## src/rtl/tpu_pkg.sv

```systemverilog
// Shared types and constants for the TPU input sequencer and its helpers.
package tpu_pkg;

    // Default operand width, matching the core input FIFO width.
    localparam int unsigned DATA_W_DEF = 32;

    // Depth of each core input FIFO (row0 / row1).
    localparam int unsigned CORE_FIFO_DEPTH = 2;

    // Sequencer states.
    typedef enum logic [2:0] {
        ST_IDLE = 3'd0,
        ST_LOAD = 3'd1,
        ST_ARM  = 3'd2,
        ST_RUN  = 3'd3,
        ST_GAP  = 3'd4
    } seq_state_e;

    // Bits needed to hold any value in 0..max_val.
    function automatic int unsigned cnt_width(input int unsigned max_val);
        return (max_val < 2) ? 1 : $clog2(max_val + 1);
    endfunction

endpackage

```

## src/rtl/tpu_run_timer.sv

```systemverilog
// Clearable up-counter with a terminal-count compare; shared by RUN timeout and GAP hold.
module tpu_run_timer #(
    parameter int unsigned CNT_W = 5
) (
    input  logic             i_clk,
    input  logic             i_rst,
    input  logic             i_clr,
    input  logic [CNT_W-1:0] i_tc,
    output logic             o_tc_c
);

    logic [CNT_W-1:0] cnt_q;
    logic [CNT_W-1:0] cnt_d;

    // Next count: restart from zero on clear, otherwise advance by one.
    always_comb begin
        cnt_d = cnt_q + CNT_W'(1);
        if (i_clr) begin
            cnt_d = '0;
        end
    end

    // Count register.
    always_ff @(posedge i_clk or posedge i_rst) begin
        if (i_rst) begin
            cnt_q <= '0;
        end else begin
            cnt_q <= cnt_d;
        end
    end

    // Terminal count reached in the current cycle.
    assign o_tc_c = (cnt_q == i_tc);

endmodule

```

## src/rtl/tpu_input_sequencer.sv

```systemverilog
// Feeds operand words alternately into the 2x2 systolic core's row FIFOs,
// then holds the core's start high until done, timeout or abort.
module tpu_input_sequencer
    import tpu_pkg::*;
#(
    parameter int unsigned DATA_W         = DATA_W_DEF,
    parameter int unsigned VECS_PER_JOB   = 2,
    parameter int unsigned TIMEOUT_CYCLES = 16,
    parameter int unsigned GAP_CYCLES     = 1,
    parameter int unsigned JOBCNT_W       = 16
) (
    input  logic                i_clk,
    input  logic                i_rst,
    input  logic                i_en,
    input  logic                i_abort,
    input  logic                i_s_valid,
    input  logic [DATA_W-1:0]   i_s_data,
    output logic                o_s_ready,
    input  logic [1:0]          i_full,
    input  logic                i_done,
    output logic [DATA_W-1:0]   o_in1,
    output logic                o_in1_en,
    output logic [DATA_W-1:0]   o_in2,
    output logic                o_in2_en,
    output logic                o_start,
    output logic                o_busy,
    output logic                o_job_done,
    output logic                o_timeout,
    output logic [JOBCNT_W-1:0] o_job_cnt
);

    localparam int unsigned WORDS   = 2 * VECS_PER_JOB;
    localparam int unsigned WIDX_W  = cnt_width(WORDS - 1);
    localparam int unsigned TMR_MAX = (TIMEOUT_CYCLES > GAP_CYCLES) ? TIMEOUT_CYCLES : GAP_CYCLES;
    localparam int unsigned TMR_W   = cnt_width(TMR_MAX);

    localparam logic [WIDX_W-1:0] WIDX_LAST = WIDX_W'(WORDS - 1);
    localparam logic [TMR_W-1:0]  TC_RUN    = TMR_W'(TIMEOUT_CYCLES - 1);
    localparam logic [TMR_W-1:0]  TC_GAP    = TMR_W'(GAP_CYCLES - 1);

    seq_state_e          state_q,    state_d;
    logic [WIDX_W-1:0]   widx_q,     widx_d;
    logic [DATA_W-1:0]   in1_q,      in1_d;
    logic                in1_en_q,   in1_en_d;
    logic [DATA_W-1:0]   in2_q,      in2_d;
    logic                in2_en_q,   in2_en_d;
    logic                start_q,    start_d;
    logic                busy_q,     busy_d;
    logic                job_done_q, job_done_d;
    logic                timeout_q,  timeout_d;
    logic [JOBCNT_W-1:0] job_cnt_q,  job_cnt_d;

    logic                tgt_row_c;
    logic                s_ready_c;
    logic                handshake_c;
    logic                timer_clr_c;
    logic [TMR_W-1:0]    timer_tc_val_c;
    logic                timer_tc_c;

    // Shared timer: RUN timeout and GAP hold never overlap.
    tpu_run_timer #(
        .CNT_W (TMR_W)
    ) u_run_timer (
        .i_clk  (i_clk),
        .i_rst  (i_rst),
        .i_clr  (timer_clr_c),
        .i_tc   (timer_tc_val_c),
        .o_tc_c (timer_tc_c)
    );

    // Stream ready: only while loading, the target FIFO has room, and no abort.
    // Rows alternate, so the only pending write targets the other FIFO and the
    // full flag of the target row is current.
    always_comb begin
        tgt_row_c   = widx_q[0];
        s_ready_c   = (state_q == ST_LOAD) && !i_full[tgt_row_c] && !i_abort;
        handshake_c = i_s_valid && s_ready_c;
    end

    assign o_s_ready = s_ready_c;

    // Next-state and registered-output decisions.
    always_comb begin
        state_d        = state_q;
        widx_d         = widx_q;
        in1_d          = in1_q;
        in1_en_d       = 1'b0;
        in2_d          = in2_q;
        in2_en_d       = 1'b0;
        start_d        = 1'b0;
        job_done_d     = 1'b0;
        timeout_d      = 1'b0;
        job_cnt_d      = job_cnt_q;
        timer_tc_val_c = (state_q == ST_RUN) ? TC_RUN : TC_GAP;

        if (i_abort) begin
            state_d = ST_GAP;
        end else begin
            case (state_q)
                ST_IDLE: begin
                    if (i_en) begin
                        state_d = ST_LOAD;
                        widx_d  = '0;
                    end
                end
                ST_LOAD: begin
                    if (handshake_c) begin
                        if (tgt_row_c == 1'b0) begin
                            in1_d    = i_s_data;
                            in1_en_d = 1'b1;
                        end else begin
                            in2_d    = i_s_data;
                            in2_en_d = 1'b1;
                        end
                        widx_d = widx_q + WIDX_W'(1);
                        if (widx_q == WIDX_LAST) begin
                            state_d = ST_ARM;
                        end
                    end
                end
                ST_ARM: begin
                    state_d = ST_RUN;
                    start_d = 1'b1;
                end
                ST_RUN: begin
                    start_d = 1'b1;
                    if (i_done) begin
                        job_done_d = 1'b1;
                        job_cnt_d  = job_cnt_q + JOBCNT_W'(1);
                        start_d    = 1'b0;
                        state_d    = ST_GAP;
                    end else if (timer_tc_c) begin
                        timeout_d = 1'b1;
                        start_d   = 1'b0;
                        state_d   = ST_GAP;
                    end
                end
                ST_GAP: begin
                    if (timer_tc_c) begin
                        state_d = ST_IDLE;
                    end
                end
                default: begin
                    state_d = ST_IDLE;
                end
            endcase
        end

        busy_d = (state_d != ST_IDLE);

        // Timer runs only while staying in RUN or GAP; any entry restarts it at zero.
        timer_clr_c = i_abort || (state_d != state_q) ||
                      !((state_q == ST_RUN) || (state_q == ST_GAP));
    end

    // State and output registers.
    always_ff @(posedge i_clk or posedge i_rst) begin
        if (i_rst) begin
            state_q    <= ST_IDLE;
            widx_q     <= '0;
            in1_q      <= '0;
            in1_en_q   <= 1'b0;
            in2_q      <= '0;
            in2_en_q   <= 1'b0;
            start_q    <= 1'b0;
            busy_q     <= 1'b0;
            job_done_q <= 1'b0;
            timeout_q  <= 1'b0;
            job_cnt_q  <= '0;
        end else begin
            state_q    <= state_d;
            widx_q     <= widx_d;
            in1_q      <= in1_d;
            in1_en_q   <= in1_en_d;
            in2_q      <= in2_d;
            in2_en_q   <= in2_en_d;
            start_q    <= start_d;
            busy_q     <= busy_d;
            job_done_q <= job_done_d;
            timeout_q  <= timeout_d;
            job_cnt_q  <= job_cnt_d;
        end
    end

    assign o_in1      = in1_q;
    assign o_in1_en   = in1_en_q;
    assign o_in2      = in2_q;
    assign o_in2_en   = in2_en_q;
    assign o_start    = start_q;
    assign o_busy     = busy_q;
    assign o_job_done = job_done_q;
    assign o_timeout  = timeout_q;
    assign o_job_cnt  = job_cnt_q;

endmodule

```

## config.mk

```make
export PLATFORM = sky130hd
export DESIGN_NAME = tpu_input_sequencer
export DESIGN_NICKNAME = d
export VERILOG_FILES = /design/src/rtl/tpu_pkg.sv /design/src/rtl/tpu_run_timer.sv /design/src/rtl/tpu_input_sequencer.sv
export SDC_FILE = /design/constraint.sdc
export NUM_CORES = 1
export LEC_CHECK = 0
export CAP_MARGIN = 20
export CELL_PAD_IN_SITES_DETAIL_PLACEMENT = 1
export CELL_PAD_IN_SITES_GLOBAL_PLACEMENT = 1
export CORE_MARGIN = 2
export CORE_UTILIZATION = 33
export DETAILED_ROUTE_END_ITERATION = 7
export GPL_TIMING_DRIVEN = 0
export PLACE_DENSITY = 0.74
export SLEW_MARGIN = 10
export SYNTH_ARGS = -nofsm -noshare
export SYNTH_HDL_FRONTEND = slang
export SYNTH_SLANG_ARGS = --single-unit
```

## constraint.sdc

```tcl
create_clock -name i_clk -period 3.3 [get_ports i_clk]
set_clock_uncertainty 0.05 [all_clocks]
set_input_delay 0.66 -clock i_clk [delete_from_list [all_inputs] [get_ports i_clk]]
set_output_delay 0.66 -clock i_clk [all_outputs]
set_load 0.01 [all_outputs]
```

==> results.tsv <==
metric	value	unit
outcome	finished, final reports clean	
critPathMaxFanout	6	
p_per_area	479	mW/mm²
grt_pass1_vias	2862	
place.gp.congestion	0.746	
p_leak	2.71	nW
avgSynthCellArea	14.8	µm²
routed_via_density	4.77	
grtUsageMet2	0.237	
rsz0062_at_grt	false	
maxCapViolCount	0	
ctsHtreeMaxLevel	3	
cts-resized-gates	0	
overflow	0	
hold_violations	0	
pwr-share-seq	0.462	
relSlewSlack	0.588	
dpl_cell_area	0.00549	mm²
combinationalPowerShare	0.126	
yosysWarnings	0	
cts_made_buffers	9	
period_minus_slack	2.92	ns
power_frac_clock	0.413	
p_switching	635	µW
clk_pin_slew	0.07	ns
ir_drop	199	µV
first_pass_iters	3	
setup_tns	0	ns
yosysUniqueCellTypes	40	
core	0.0120	mm²
insertion_delay	0.35	ns
grt_use_met1	0.194	
critPathCaptureType	output pin	
diodes	0	
hpwl	6.70	mm
cp.arrival	2.21	ns
drt_iter0_drc	54	
hp-start	o_job_cnt[15]	
final_common_cell	clkdlybuf4s50_1	
max_freq	0.342	GHz
setup_viol_count_final	0	
startpoint_type	input port	
grt_max_degree	60	
layout_common_cells	clkdlybuf4s50_1 (126), dfrtp_1 (96), mux2_2 (37)	
r2r_start	widx_q[0]	
r2r_cells	5	
synth_seq_area_share	0.598	
cts.sinks	96	
slew_viol_final	0	
worst-r2r-setup-slack	1.23	ns
drive_gt1_frac	0.244	
antenna_found_initial	0	
drc	0	
met3_usage	0.0328	
portBuffers	126	
r2r-end	o_in1[29]	
syn-instance-count	271	
clock_path_buffers	2	
cts_setup_buffers	0	
cts_tree	done	
critPathLaunch	i_full[1]	
cp.required	2.59	ns
drtAntennaViolNets	0	
fp-row-count	40	
ys_ff_latch	96	
finalPower	2.79	mW
final_area	0.00582	mm²
nets	452	
critPathKind	input port to output pin	
cts_root_buf	clkbuf_16	
die_w	114	µm
worstMarginPinSlew	0.609	ns
grt_pass1_wl	15.1	mm
syn-num-nets	314	
final.period_utilization	0.886	
routed_wl	9.28	mm
ios	127	
die-area	0.0131	mm²
track_usage	0.149	
start_util	0.336	
hold_class	register to register	
syn_area	0.00402	mm²
cts_hold_buf	0	
dr_total_vias	2677	
areaGrowthSynthToFinish	44.9	%
p_sw_frac	0.228	
crit_end	o_s_ready	
die-height	114	µm
grt.busiest_layer	met2	
p_int	2.15	mW
wire_per_inst	16.5	µm
==> stage by stage <==
| stage | hold WS [ns] | setup slack (ns) | cells | util |
|---|---|---|---|---|
| 6_report | 0.415 | 0.378 | 561 | 0.487 |
| 3_5_place_dp | 0.406 | 0.376 | 545 | 0.459 |
| 4_1_cts | 0.419 | 0.362 | 561 | 0.487 |
| 5_1_grt | 0.434 | 0.280 | 561 | 0.487 |
| 3_3_place_gp | 0.409 | -1.45 | 544 | 0.457 |
| 2_1_floorplan | 0.417 | 0.0846 | 271 | - |
==> Yosys cell counts (all sizes together) <==
cell type | number | area, µm²
xnor2 | 10 | 87.6
nand3b | 1 | 7.51
a31oi | 1 | 6.26
nand3 | 9 | 50.1
o311a | 1 | 10.0
nor3 | 3 | 15.0
mux2i | 1 | 13.8
inv | 8 | 30.0
o21ai | 6 | 30.0
nor3b | 3 | 33.8
and2b | 1 | 7.51
buf | 6 | 67.6
o221ai | 2 | 23.8
and4bb | 1 | 12.5
nor4b | 2 | 17.5
clkbuf | 1 | 5.00
nand2 | 6 | 22.5
mux2 | 66 | 852
and4 | 3 | 27.5
o21ba | 1 | 10.0
xor2 | 8 | 70.1
dfrtp | 96 | 2400
nor2b | 1 | 6.26
a211oi | 1 | 7.51
nor4 | 1 | 6.26
and3 | 2 | 13.8
nand4 | 6 | 43.8
and2 | 3 | 18.8
o21a | 1 | 7.51
nor2 | 16 | 67.6
or4 | 1 | 7.51
ha | 3 | 37.5
==> logic make-up after synthesis <==
logic type / Yosys count / share of synthesized area
mux: 67 / 0.215
fa+ha+maj: 3 / 0.00934
flops: 96 / 0.598
xor+xnor: 18 / 0.0392
simple gates: 59 / 0.0890
compound gates: 13 / 0.0237
buf+inv: 15 / 0.0255
==> metal layers <==
metal | vias to the layer above | wire, µm
li1 | 1226 | -
met1 | 1366 | 4170
met2 | 75 | 4530
met3 | 10 | 408
met4 | 0 | 172
met5 | - | 0
==> registers in the layout, summed over array words and instances (netlist names), 2 cells and up <==
signal	flops
o_in2	32
o_in1	32
widx_q	2
u_run_timer.cnt_q	5
o_job_cnt	16
state_q	3
==> critical path, cell delays in order <==
cell,delay [ns]
clkdlybuf4s50_1,0.41
mux2i_2,0.35
and3_2,0.25
clkdlybuf4s50_1,0.54
==> how the worst min path moves through the flow <==
| stage | cells past startpoint | end |
|---|---|---|
| CTS | 1 | o_job_cnt[15] |
| global route | 1 | o_job_cnt[15] |
| finish | 1 | o_job_cnt[15] |
| detailed placement | 1 | o_job_cnt[15] |
| global placement | 1 | o_job_cnt[15] |
| floorplan | 1 | u_run_timer.cnt_q[0] |
==> power by group through the flow <==
stage	registers, mW	logic [mW]	clock network, mW
2_1_floorplan	1.34	0.0973	0
3_3_place_gp	1.31	0.342	0
3_5_place_dp	1.31	0.355	0
4_1_cts	1.29	0.357	1.19
5_1_grt	1.30	0.375	1.23
6_report	1.29	0.350	1.15
==> cell type report <==
| cell class | count | area (µm²) |
|---|---|---|
| sequential | 96 | 2400 |
| inverter | 8 | 32.5 |
| timing repair buffer | 127 | 1290 |
| buffer | 7 | 72.6 |
| fill | 1241 | 6140 |
| tap | 147 | 184 |
| multi-input combinational | 160 | 1510 |
| clock buffer | 10 | 239 |
| clock inverter | 6 | 91.3 |
Note: power is estimated with default switching activity, not from simulation.
